### src/rtl/p5_pkg.sv
// Shared constants for the P5 fetch front end: boot address, IM depth and
// fetch-sequencer state encodings.
package p5_pkg;
    localparam logic [31:0] RESET_PC = 32'h0000_3000;
    localparam int          IM_WORDS = 1024;

    localparam logic [1:0] ST_BOOT  = 2'd0;
    localparam logic [1:0] ST_RUN   = 2'd1;
    localparam logic [1:0] ST_FAULT = 2'd2;
endpackage

### src/rtl/pc_range_check.sv
// Combinational legality check for a fetch address: word aligned and inside
// the instruction-memory window [BASE, BASE + 4*WORDS).
module pc_range_check
    import p5_pkg::*;
#(
    parameter logic [31:0] BASE  = RESET_PC,
    parameter int          WORDS = IM_WORDS
) (
    input  logic [31:0] addr,
    output logic        legal
);
    // 33-bit compare so a window ending at 2^32 cannot wrap.
    localparam logic [32:0] LIMIT = {1'b0, BASE} + (33'(WORDS) * 33'd4);

    assign legal = (addr[1:0] == 2'b00)
                && ({1'b0, addr} >= {1'b0, BASE})
                && ({1'b0, addr} <  LIMIT);
endmodule

### src/rtl/fetch_sequencer.sv
// Fetch PC and IF/ID register: boot, stall hold, ID redirects (with a redirect
// parked across a stall) and a sticky halt on an illegal fetch target.
module fetch_sequencer
    import p5_pkg::*;
#(
    parameter logic [31:0] RESET_PC_P = RESET_PC,
    parameter int          IM_WORDS_P = IM_WORDS
) (
    input  logic        clk,
    input  logic        reset,
    input  logic        stall,
    input  logic        redir_valid,
    input  logic [31:0] redir_target,
    input  logic [31:0] instr_f,
    output logic [31:0] pc_f,
    output logic [31:0] instr_d,
    output logic [31:0] pc4_d,
    output logic        valid_d,
    output logic        fault,
    output logic [31:0] fault_pc,
    output logic [31:0] fetch_cnt
);
    logic [1:0]  state;
    logic        pend_v;
    logic [31:0] pend_target;
    logic [31:0] pc_plus4;
    logic [31:0] next_pc;
    logic        next_legal;

    assign pc_plus4 = pc_f + 32'd4;

    // A redirect parked during a stall outranks one arriving on the release cycle.
    always_comb begin
        next_pc = pc_plus4;
        if (pend_v)
            next_pc = pend_target;
        else if (redir_valid)
            next_pc = redir_target;
    end

    pc_range_check #(
        .BASE  (RESET_PC_P),
        .WORDS (IM_WORDS_P)
    ) u_range (
        .addr  (next_pc),
        .legal (next_legal)
    );

    always_ff @(posedge clk) begin
        if (!reset) begin
            state       <= ST_BOOT;
            pc_f        <= RESET_PC_P;
            instr_d     <= 32'd0;
            pc4_d       <= 32'd0;
            valid_d     <= 1'b0;
            fault       <= 1'b0;
            fault_pc    <= 32'd0;
            fetch_cnt   <= 32'd0;
            pend_v      <= 1'b0;
            pend_target <= 32'd0;
        end else begin
            case (state)
                ST_BOOT: begin
                    state <= ST_RUN;
                end
                ST_RUN: begin
                    if (!stall) begin
                        // The delay-slot instruction is captured even when the target faults.
                        instr_d   <= instr_f;
                        pc4_d     <= pc_plus4;
                        valid_d   <= 1'b1;
                        fetch_cnt <= fetch_cnt + 32'd1;
                        pend_v    <= 1'b0;
                        if (next_legal) begin
                            pc_f <= next_pc;
                        end else begin
                            state    <= ST_FAULT;
                            fault    <= 1'b1;
                            fault_pc <= next_pc;
                        end
                    end else if (redir_valid) begin
                        pend_v      <= 1'b1;
                        pend_target <= redir_target;
                    end
                end
                ST_FAULT: begin
                    valid_d <= 1'b0;
                    instr_d <= 32'd0;
                end
                default: begin
                    state <= ST_FAULT;
                end
            endcase
        end
    end
endmodule

### config.mk
export PLATFORM = sky130hd
export DESIGN_NAME = fetch_sequencer
export DESIGN_NICKNAME = d
export VERILOG_FILES = /design/src/rtl/p5_pkg.sv /design/src/rtl/pc_range_check.sv /design/src/rtl/fetch_sequencer.sv
export SDC_FILE = /design/constraint.sdc
export NUM_CORES = 1
export LEC_CHECK = 0
export ABC_CLOCK_PERIOD_IN_PS = 3050
export BUFFER_PORTS_ARGS = -buffer_cell sky130_fd_sc_hd__buf_2
export CAP_MARGIN = 25
export CORE_MARGIN = 4
export CORE_UTILIZATION = 48
export CTS_CLUSTER_DIAMETER = 200
export DETAILED_ROUTE_END_ITERATION = 7
export PLACE_DENSITY = 0.78
export SYNTH_ARGS = -nofsm -noshare
export SYNTH_HDL_FRONTEND = slang
export SYNTH_SLANG_ARGS = --single-unit
export TNS_END_PERCENT = 20
### constraint.sdc
create_clock -name clk -period 3.05 [get_ports clk]
set_input_delay 0.1525 -clock clk [delete_from_list [all_inputs] [get_ports clk]]
set_output_delay 0.1525 -clock clk [all_outputs]
set_load 0.03 [all_outputs]
# Word level (Yosys, flattened, before mapping)
# Index checks and enable logic that the tools add are counted.
# W data, S select, Z words.
# classes
n_addsub	2
magnitude_cmp	2
n_eq_ne	5
n_mux	11
n_bitwise	3
reduce_logical	12
# ops
cell	n
$mux W32	3
$pmux W32 S2	1
$add A32 B1 Y32 const B	1
$add A32 B3 Y32 const B	1
$ge A32 B14 Y1 const B	1
$lt A32 B15 Y1 const B	1
$reduce_and A3 Y1	4
$pmux W2 S3	1
$reduce_and A2 Y1	3
$logic_not A2 Y1	2
$mux W2	2
$ne A2 B2 Y1 const B	2
$mux W1	3
$not A1 Y1	3
$eq A2 B1 Y1 const B	1
$eq A2 B2 Y1 const B	1
$logic_and A1 B1 Y1	2
$ne A2 B1 Y1 const B	1
$pmux W1 S2	1
$reduce_bool A2 Y1	1
# totals
reg_bits	197
out_inout_bits	162
wordCells	45

# Depth between registers and ports, before layout
# Gate-level depths: netlist (run 1).
# logic_depth
ltp_word	9
mapped_depth	14

# By module
# A second synthesis (run 1) with hierarchy kept.
# hier_totals
cells_unflattened	1110
hier_area_um2	8921.1
# modules_own_cells
module	instances	cells_each	area_each_um2	seq_area_each_um2
fetch_sequencer	1	1103	8864.8	3943.8
pc_range_check	1	7	56.3	0.0

# Least setup slack after synthesis (run 1)
# No wires, ideal clock.
# synth_timing
kind	register to register
start	register pc_f[2]
end	register fault_pc[10]
setup_time_ps	72
arrival_ps	3285
t_required_ps	2978
slack_ps	-307
stages_incl_launch_ff	13
synth_period_minus_slack_ps	3357
cell_sequence	dfxtp_1 -> ha_1 -> nand4_1 -> or4_1 -> buf_2 -> o21ai_1 -> a311oi_1 -> nand4bb_2 -> nor4_4 -> a21o_1 -> buf_6 -> buf_8 -> mux2i_1
# synth_via
elab_chain_len	8
elab_cells_between_ends	9
# synth_lines
element	line	rtl
start: declaration	fetch_sequencer.sv:15	output logic [31:0] pc_f,
start signal: assignment	fetch_sequencer.sv:75	pc_f <= next_pc;
$add A32 B3 Y32 *	fetch_sequencer.sv:30	assign pc_plus4 = pc_f + 32'd4;
$mux W32 *	fetch_sequencer.sv:37	else if (redir_valid)
$mux W32 *	fetch_sequencer.sv:35	if (pend_v)
$ge A32 B14 Y1	pc_range_check.sv:16	&& ({1'b0, addr} >= {1'b0, BASE})
$logic_and A1 B1 Y1	pc_range_check.sv:16	
$logic_and A1 B1 Y1	pc_range_check.sv:17	&& ({1'b0, addr} < LIMIT);
$not A1 Y1 (no line)	-	
$reduce_and A3 Y1 (no line)	-	
end signal: assignment	fetch_sequencer.sv:79	fault_pc <= next_pc;
end: declaration	fetch_sequencer.sv:20	output logic [31:0] fault_pc,
# Every way passes the cells marked *; elsewhere a longest branch is shown, timed or not.
# A chain may end at the register's enable or synchronous reset.

# Final worst setup path (run 1)
# layout_timing
start	register pc_f[2]
end	register fault_pc[23]
# The elaborated chain is that of the path after synthesis.

==> flow_summary.yaml, run 1 <==
status:
  status: "complete, no violations"
cts:
  cts_buffers: 17
  clockRootBuffer: "clkbuf_16"
  htreeDepth: 4
  clkTransAtPathRegs_ns: 0.07
  cts_tree: "done"
  insertion_delay_ns: 0.44
  cts.sinks: 197
  cts_buffer_depth: 2
synth:
  synth_flop_cell: "dfxtp_1"
  yosysSeqAreaShare_pct: 45.8
  synth_warnings: 0
  synth.area.top_cells: "dfxtp_1, nand2_1, nor2_1"
  synth_cell_types: 59
  async_flop_share_pct: 0
  synth_cells: 1043
  syn_area_per_cell_um2: 8.25
  ys_seq_elements: 197
  yosysTopAreaCell: "dfxtp_1"
  synth_edf_count: 0
  syn_nets: 1113
  syn_area_um2: 8610
  synth_top_cell_area_share_pct: 45.8
routing:
  vias: 8881
  drc: 0
  drt-initial-drc-count: 756
  post_drt_wl_per_cell_um: 18.2
  ant_nets: 0
  drt_first_pass_iters: 8
  routed_wl_um: 28900
  viasPerCell: 5.58
timing:
  tightest_slew_ns: 0.721
  period_needed_ns: 2.95
  fmax_ghz: 0.339
  setup_violations: 0
  skew_ns: 0.00989
  rsz0062_at_grt: "yes"
  finalMaxSlewViolations: 0
  hold_violations: 0
  final.period_utilization_pct: 96.8
  whs_ns: 0.129
  slew_headroom_pct: 51.9
job:
  maxCapViolations: 0
power_and_ir_drop:
  p_sw_w: 0.00159
  clkPwrFrac_pct: 40.5
  seqPwrFrac_pct: 46.6
  leakage_nw: 5.09
  internal-power_w: 0.00421
  switching_share_pct: 27.4
  power.density_nw_per_um2: 496
  vdd_drop_max_mv: 0.418
  combPwrFrac_pct: 12.9
cells_and_area:
  layout_commonest_cell: "buf_2"
  drive_gt1_share_pct: 27.4
  final_nets: 1421
  nFillCells: 1392
  final_area_um2: 11700
  layout_common_cells: "buf_2, nand2_1, dfxtp_1"
  syn2layout_area_growth_pct: 35.8
global_route:
  grt_max_degree: 78
  grt_util_all_layers_pct: 27.7
  grt_pass1_vias: 8095
  grt_pass1_wl_um: 44100
  grt_overflow: 0
  antenna_found_initial: 0
setup_path:
  worstPathMaxFanout: 16
  cp_data_arrival_time_ns: 3.31
  start_kind: "flip-flop"
  r2r_slack_ns: 0.1
  end_kind: "flip-flop"
  worstPathRequired_ns: 3.41
  path_class: "flip-flop to flip-flop"
placed_design:
  hpwl_um: 19800
  gp_congestion: 0.981
  portBuffers: 229
  place_area_um2: 10300
floorplanning:
  core_region_area_um2: 17400
  io_pins: 230
  start_util_pct: 49.4
  die_area_um2: 20100
  num_rows: 48
  die_x_um: 142
  die_y_um: 142
hold_path:
  hold_path.class: "input port to flip-flop"
-- synth_stat cells, drive strengths merged (2+ instances only) --
cell type    n
a2111oi      2
a211oi      27
a21boi       2
a21oi       65
a221oi       2
a22oi       32
a311oi       3
a31oi        3
and2        34
and3         7
and4         6
buf         21
clkbuf      52
dfxtp      197
ha           2
inv         10
mux2i       41
nand2      201
nand2b       3
nand3       20
nand3b       2
nand4       23
nand4b       2
nand4bb      3
nor2       125
nor2b        3
nor3        14
nor3b        3
nor4        15
o21a         3
o21ai       35
o221ai       2
o22ai        3
o31ai        2
or2          4
or3         11
or4          2
xnor2       26
xor2        26
-- flip-flops by register name, indices dropped and copies added, names as in the netlist --
signal / flops
fault: 1
pend_target: 32
pc4_d: 32
state: 2
pend_v: 1
instr_d: 32
fault_pc: 32
pc_f: 32
fetch_cnt: 32
valid_d: 1
-- area by class of cell --
class / count / area (um^2) / area share, %
diodes: 2 / 5.00 / 0.0428
clock buffers: 19 / 453 / 3.87
clock inverters: 13 / 164 / 1.40
inverters: 10 / 38.8 / 0.332
multi-input cells: 763 / 4450 / 38.0
flip-flops and latches: 197 / 3960 / 33.9
well taps: 225 / 282 / 2.41
repair buffers: 362 / 2340 / 20.0
-- critical path: stages, from the launching register on --
cell       delay [ns]
dfxtp_4          0.36
ha_4             0.12
nand4_1          0.14
or4_4            0.61
or3_1            0.41
a311oi_2         0.26
nand4bb_4        0.20
nor4_4           0.06
buf_4            0.19
a21oi_4          0.15
buf_12           0.18
mux2i_1          0.19
-- power by group through the flow --
stage	sequential [W]	clock, W	combinational, W
floorplan	0.00288	0	0.000302
global placement	0.00276	0	0.000644
detailed placement	0.00276	0	0.000650
CTS	0.00270	0.00237	0.000718
global route	0.00271	0.00247	0.000797
finish	0.00270	0.00235	0.000746
-- stage by stage --
stage                     setup TNS [ns]  power, W  worst slack, ns  util [%]  instances
final                                  0   0.00579           0.0989      67.1       1591
after global routing              -0.323   0.00598          -0.0430      67.1       1589
after CTS                              0   0.00579           0.0528      66.3       1586
after detailed placement               0   0.00341          0.00319      59.0       1490
after global placement                 0   0.00340           0.0640      59.0       1490
after floorplan                        0   0.00318         0.000389         -       1043
-- repair_timing --
item                                   4_1_cts  5_1_grt
setup buffers                                1        2
endpoints found under the hold margin       63        0
gates resized for setup                      0       27
pin swaps                                    1        5
setup endpoints to repair                    5       67
cloned                                       0        1
hold buffers                                63        0
-- logic make-up (layout without fill, tap and decap cells) --
| kind of cell | count (synthesis) | after routing | share of synthesized area (%) |
|---|---|---|---|
| AND/OR/NAND/NOR | 480 | 480 | 25.9 |
| flip-flops | 197 | 197 | 45.8 |
| AO/OA/AOI/OAI | 187 | 187 | 13.7 |
| buffers and inverters | 83 | 404 | 4.09 |
| XOR/XNOR | 52 | 52 | 5.29 |
| multiplexers | 42 | 42 | 4.90 |
| adder cells (fa/ha/maj) | 2 | 2 | 0.291 |
| other | 0 | 2 | 0 |
-- routing by layer --
metal	vias to the layer above	track usage [%]	wire (um)
li1	4202	-	-
met1	4120	36.1	11700
met4	0	10.9	1110
met2	472	44.7	13400
met3	87	6.10	2680
met5	-	0	0
-- worst paths after layout --
kind	depth (start not counted)	endpoint	from
worst min-delay path	3	pend_target[29]$_SDFFE_PN0P_	redir_target[29]
worst max-delay path	11	fault_pc[23]$_SDFFE_PN0P_	pc_f[2]$_SDFFE_PN0P_
worst min register to register	2	pc4_d[1]$_SDFFE_PN0P_	pc4_d[1]$_SDFFE_PN0P_
worst max register to register	11	fault_pc[23]$_SDFFE_PN0P_	pc_f[2]$_SDFFE_PN0P_
Power figures use the tool's default switching activity.
==> inputs of run 2 (changes only) <==
--- a/config.mk
+++ b/config.mk
@@ -13,6 +13,7 @@
 export CTS_CLUSTER_DIAMETER = 200
 export DETAILED_ROUTE_END_ITERATION = 7
 export PLACE_DENSITY = 0.78
+export REMOVE_ABC_BUFFERS = 1
 export SYNTH_ARGS = -nofsm -noshare
 export SYNTH_HDL_FRONTEND = slang
 export SYNTH_SLANG_ARGS = --single-unit
==> run 2 against run 1 <==
Maximum frequency is 1.1% lower. Sequential share of layout area is 0.17 points lower. Routed wire length is 8.1% lower. Largest power group unchanged. Critical endpoint is now pc_f[9]$_SDFFE_PN0P_. First-iteration DRC count is 28% lower. Clock skew is 0.0020 ns lower. Global-route usage is 2.1 points lower. Total power is 0.30% higher. Via count is 3.0% lower. Clock power hardly changed.
==> flow_summary.yaml, run 2 (synthesized netlist as in run 1, its figures left out) <==
global_route:
  antenna_found_initial: 0
  grt_pass1_vias: 7988
  grt_overflow: 0
  grt_pass1_wl_um: 41400
  grt_util_all_layers_pct: 25.6
  grt_max_degree: 78
hold_path:
  hold_path.class: "input port to flip-flop"
  hold_depth: 3
timing:
  rsz0062_at_grt: "yes"
  final.period_utilization_pct: 97.9
  slew_headroom_pct: 46.6
  setup_violations: 0
  fmax_ghz: 0.335
  period_needed_ns: 2.98
  finalMaxSlewViolations: 0
  tightest_slew_ns: 0.801
  hold_violations: 0
  skew_ns: 0.00785
floorplanning:
  io_pins: 230
  num_rows: 48
  die_x_um: 142
  die_y_um: 142
  core_region_area_um2: 17400
  start_util_pct: 49.4
  die_area_um2: 20100
power_and_ir_drop:
  vdd_drop_max_mv: 0.413
  power.density_nw_per_um2: 497
  leakage_nw: 5.11
routing:
  drt_first_pass_iters: 7
  viasPerCell: 5.43
  drt-initial-drc-count: 542
  ant_nets: 0
  routed_wl_um: 26600
  drc: 0
  vias: 8616
  post_drt_wl_per_cell_um: 16.7
cells_and_area:
  syn2layout_area_growth_pct: 35.9
  layout_commonest_cell: "buf_2"
  nFillCells: 1421
  drive_gt1_share_pct: 26.6
  layout_common_cells: "buf_2, nand2_1, dfxtp_1"
  final_area_um2: 11700
  final_cell_count_no_fill: 1588
  diodes: 0
  final_nets: 1421
placed_design:
  gp_congestion: 0.936
  place_inst: 1491
  hpwl_um: 18400
  place_area_um2: 10300
  portBuffers: 229
setup_path:
  reg2regPathDepth: 11
  crit_buf_inv: 2
  slowest_stage: "or4_4"
  cp_slowest_stage_delay_ns: 0.55
  cp_data_arrival_time_ns: 3.32
  crit_family: "simple AND/OR/NAND/NOR gates"
  end_kind: "flip-flop"
  start_kind: "flip-flop"
  worst-path-stages: 11
  cp_cell_sequence: "ha_1 -> nand4_1 -> or4_4 -> buf_4 -> nor3_1 -> xnor2_1 -> a211oi_2 -> and4_4 -> nand3_1 -> buf_6 -> mux2i_1"
  path_class: "flip-flop to flip-flop"
  worstPathMaxFanout: 10
  worstPathRequired_ns: 3.39
status:
  status: "complete, no violations"
job:
  maxCapViolations: 0
cts:
  clockRootBuffer: "clkbuf_16"
  cts_buffer_depth: 2
  htreeDepth: 4
  cts_buffers: 17
  cts_tree: "done"
  clkTransAtPathRegs_ns: 0.07
  insertion_delay_ns: 0.43
  cts.sinks: 197
[run 2: cell types whose count changed in the layout (fill, tap and decap cells not counted), moves of 3 or more]
cell      before  now
dfxtp_1      186  196
dfxtp_2        9    1
clkbuf_8       2    6
buf_12         2    5
clkinv_4       3    0
[run 2: what timing repair did]
action                                  in CTS  in global routing
endpoints found under the setup margin      61                 65
hold buffers                                62                  0
setup buffers                                3                  1
resized for setup                            5                 20
pin swaps                                    2                  2
hold endpoints to repair                    62                  0
[run 2: report_power, final]
group | leakage (nW) | switching (W) | internal [W]
Sequential | 1.60 | 0.0000501 | 0.00265
Clock | 0.302 | 0.000946 | 0.00142
Combinational | 3.21 | 0.000457 | 0.000282
Total | 5.11 | 0.00145 | 0.00436
[run 2: final timing paths]
| path | slack (ns) | startpoint | end |
|---|---|---|---|
| max reg2reg | 0.07 | pc_f[2]$_SDFFE_PN0P_ | pc_f[9]$_SDFFE_PN0P_ |
| max | 0.07 | pc_f[2]$_SDFFE_PN0P_ | pc_f[9]$_SDFFE_PN0P_ |
| min | 0.02 | instr_f[3] | instr_d[3]$_SDFFE_PN0P_ |
| min reg2reg | 0.45 | pend_target[11]$_SDFFE_PN0P_ | pend_target[11]$_SDFFE_PN0P_ |
[run 2: stage by stage]
step                util, %  hold slack [ns]  total power [W]  setup slack (ns)  setup TNS (ns)
floorplan                 -            0.270          0.00315             -5.75         -655.62
global placement       59.1            0.398          0.00340           -0.0471          -0.408
detailed placement     59.1            0.408          0.00341            -0.122           -3.14
CTS                    66.5          0.00595          0.00584            0.0219               0
global route           67.2           0.0506          0.00602           -0.0578          -0.481
finish                 67.2           0.0161          0.00581            0.0653               0
[run 2: final cells by class]
class                      instances  area (um^2)  area share (%)
clock buffer                      25          515            4.41
clock inverter                     6          114           0.973
inverter                          10         40.0           0.342
multi-input combinational        763         4430            37.9
sequential                       197         3950            33.7
tap                              225          282            2.41
timing repair buffer             362         2370            20.3
[run 2: worst reg2reg max path: stages (launching register included)]
cell and delay, ns:
dfxtp_1 0.35, ha_1 0.18, nand4_1 0.14, or4_4 0.55, buf_4 0.18, nor3_1 0.22
xnor2_1 0.14, a211oi_2 0.26, and4_4 0.31, nand3_1 0.16, buf_6 0.23, mux2i_1 0.20
[run 2: layer usage]
layer	part of all wire [%]	GRT usage, %	vias up
met5	0	0	-
met4	2.8	8.84	0
met3	6.8	4.95	63
met2	49	43.7	326
met1	42	32.3	4023
li1	-	-	4204
==> inputs of run 3 (changes only) <==
--- a/config.mk
+++ b/config.mk
@@ -5,6 +5,7 @@
 export SDC_FILE = /design/constraint.sdc
 export NUM_CORES = 1
 export LEC_CHECK = 0
+export ABC_AREA = 1
 export ABC_CLOCK_PERIOD_IN_PS = 3050
 export BUFFER_PORTS_ARGS = -buffer_cell sky130_fd_sc_hd__buf_2
 export CAP_MARGIN = 25
@@ -12,7 +13,7 @@
 export CORE_UTILIZATION = 48
 export CTS_CLUSTER_DIAMETER = 200
 export DETAILED_ROUTE_END_ITERATION = 7
-export PLACE_DENSITY = 0.78
+export PLACE_DENSITY = 0.77
 export REMOVE_ABC_BUFFERS = 1
 export SYNTH_ARGS = -nofsm -noshare
 export SYNTH_HDL_FRONTEND = slang
==> run 3 against run 2 <==
First-iteration DRC count increased by 36%. Maximum frequency increased by 8.2%. Core utilization decreased by 4.8 points. Combinational power increased by 11%. Die area increased by 7.0%. Via count increased by 12%.
==> flow_summary.yaml, run 3 <==
synth:
  async_flop_share_pct: 0
  synth_edf_count: 0
  yosysMostFrequentCell: "nand2_1"
  yosysSeqAreaShare_pct: 42.7
  synth_common_cells: "nand2_1, nor2_1, dfxtp_1, inv_1, nand3_1"
  synth_cells: 1383
  synth_top_cell_area_share_pct: 42.7
  synth_warnings: 0
  synth.area.top_cells: "dfxtp_1, nand2_1, nor2_1"
  syn_area_per_cell_um2: 6.68
  synth_flop_cell: "dfxtp_1"
  synth_top_family_by_area: "simple AND/OR/NAND/NOR gates"
  synthMuxAreaShare_pct: 0
  synth_cell_types: 39
  yosysTopAreaCell: "dfxtp_1"
  syn_area_um2: 9240
  ys_seq_elements: 197
  synth_compound_area_share_pct: 11.7
  synth_xor_area_share_pct: 1.61
  synth_simple_gate_area_share_pct: 33.4
  synth_fa_ha_area_share_pct: 0.271
timing:
  finalMaxSlewViolations: 0
  period_needed_ns: 2.76
  hold_violations: 0
  skew_ns: 0.0123
  fmax_ghz: 0.362
  slew_headroom_pct: 34.0
  whs_ns: 0.0164
  setup_violations: 0
  final.period_utilization_pct: 90.5
  rsz0062_at_grt: "no"
  tightest_slew_ns: 0.989
floorplanning:
  die_x_um: 147
  start_util_pct: 49.1
  io_pins: 230
  die_area_um2: 21500
  die_y_um: 147
  core_region_area_um2: 18800
  num_rows: 50
setup_path:
  crit-reg2reg-launch: "pc_f[3]$_SDFFE_PN0P_"
  worstPathRequired_ns: 3.38
  path_class: "flip-flop to flip-flop"
  end_kind: "flip-flop"
  start_kind: "flip-flop"
  worstPathMaxFanout: 10
  reg2regPathDepth: 17
  r2r_slack_ns: 0.29
  cp_data_arrival_time_ns: 3.09
  rr_endpoint: "pc_f[8]$_SDFFE_PN0P_"
cts:
  cts_buffer_depth: 2
  clkTransAtPathRegs_ns: 0.08
  htreeDepth: 4
  cts_buffers: 17
  cts.sinks: 197
  cts_tree: "done"
  clockRootBuffer: "clkbuf_16"
  cts_setup_buffers: 0
  insertion_delay_ns: 0.45
routing:
  viasPerCell: 5.08
  drt-initial-drc-count: 739
  vias: 9658
  drt_first_pass_iters: 5
  ant_nets: 0
  routed_wl_um: 29000
  post_drt_wl_per_cell_um: 15.2
  drc: 0
cells_and_area:
  layout_common_cells: "nand2_1, buf_2, nor2_1"
  drive_gt1_share_pct: 20.2
  syn2layout_area_growth_pct: 27.0
  final_nets: 1697
  layout_commonest_cell: "nand2_1"
  diodes: 0
hold_path:
  worst_hold_startpoint: "redir_target[9]"
  holdPathEnd: "pend_target[9]$_SDFFE_PN0P_"
  hold_depth: 3
  hold_path.class: "input port to flip-flop"
global_route:
  antenna_found_initial: 1
  grt_util_all_layers_pct: 26.0
  grt_pass1_wl_um: 45800
  grt_max_degree: 140
  grt_overflow: 0
  grt_pass1_vias: 8983
power_and_ir_drop:
  p_total_w: 0.00586
  p_sw_w: 0.00173
  leakage_nw: 5.45
  internal-power_w: 0.00413
  combPwrFrac_pct: 14.0
  vdd_drop_max_mv: 0.422
  clkPwrFrac_pct: 39.3
  power.density_nw_per_um2: 499
  switching_share_pct: 29.6
  seqPwrFrac_pct: 46.6
placed_design:
  hpwl_um: 20300
  portBuffers: 229
  gp_congestion: 0.921
status:
  status: "complete, no violations"
job:
  maxCapViolations: 0
## run 3: routing by layer
layer	global-route usage, %	up-vias	share of wire, %
met5	0	-	0.045
met4	9.41	2	2.7
met3	6.85	58	7.3
met2	43.5	318	48
met1	32.5	4414	42
li1	-	4866	-
## run 3: worst max path at each step
stage                     slack [ns]  cells after the start                        end                  start
after floorplan                -1.20                      7       pc_f[0]$_SDFFE_PN0P_  state[0]$_SDFFE_PN0P_
after global placement          0.22                     18  fault_pc[31]$_SDFFE_PN0P_   pc_f[3]$_SDFFE_PN0P_
after detailed placement        0.10                     16  fault_pc[31]$_SDFFE_PN0P_   pc_f[3]$_SDFFE_PN0P_
after CTS                       0.09                     16  fault_pc[31]$_SDFFE_PN0P_   pc_f[3]$_SDFFE_PN0P_
after global routing            0.02                     17       pc_f[8]$_SDFFE_PN0P_   pc_f[3]$_SDFFE_PN0P_
final                           0.29                     17       pc_f[8]$_SDFFE_PN0P_   pc_f[3]$_SDFFE_PN0P_
## run 3: cells by family after synthesis
logic type | after synthesis
and+or+nand+nor | 732
buffers and inverters | 243
DFF | 197
AOI/OAI and AO/OA | 192
xor gates and xnor gates | 17
adders and majority gates | 2
## run 3: area by class of cell
class | instances | area [um^2]
Timing Repair Buffer | 298 | 1850
Clock inverter | 15 | 184
Sequential cell | 197 | 3950
Clock buffer | 17 | 425
Fill cell | 1735 | 7090
Multi-Input combinational cell | 943 | 4370
Tap cell | 260 | 325
Inverter | 170 | 641
## run 3: through the flow
stage | cells | setup TNS (ns) | utilization, % | worst slack, ns | instance area, um^2
floorplan | 1310 | -50.20 | - | -1.20 | 8930
detailed placement | 1830 | 0 | 56.9 | 0.101 | 10700
finish | 1900 | 0 | 62.4 | 0.291 | 11700
global route | 1900 | 0 | 62.4 | 0.0196 | 11700
CTS | 1898 | 0 | 62.1 | 0.0871 | 11700
global placement | 1830 | 0 | 56.9 | 0.217 | 10700
## run 3: timing repair
action / in CTS / in global routing
resized for setup: 0 / 6
hold buffers: 36 / 1
endpoints found under the setup margin: 0 / 45
hold endpoints to repair: 36 / 1
## run 3: power groups by stage
stage	registers [W]	logic, W	clock network, W
floorplan	0.00295	0.000321	0
global route	0.00275	0.000897	0.00246
global placement	0.00279	0.000763	0
finish	0.00273	0.000823	0.00231
detailed placement	0.00279	0.000775	0
CTS	0.00273	0.000814	0.00234
## run 3: worst max-delay path: stages, from the launching register on
cell	delay, ns
dfxtp_1	0.41
ha_2	0.28
nand2_1	0.12
nor2_4	0.15
nand2_2	0.11
inv_1	0.09
nand2_1	0.06
nand2_1	0.08
nand3_1	0.10
a21boi_2	0.28
nand2_1	0.10
nor2_2	0.11
nand3_1	0.09
nor2_2	0.17
buf_4	0.23
nand3_1	0.09
nand2_1	0.11
nor2_1	0.07
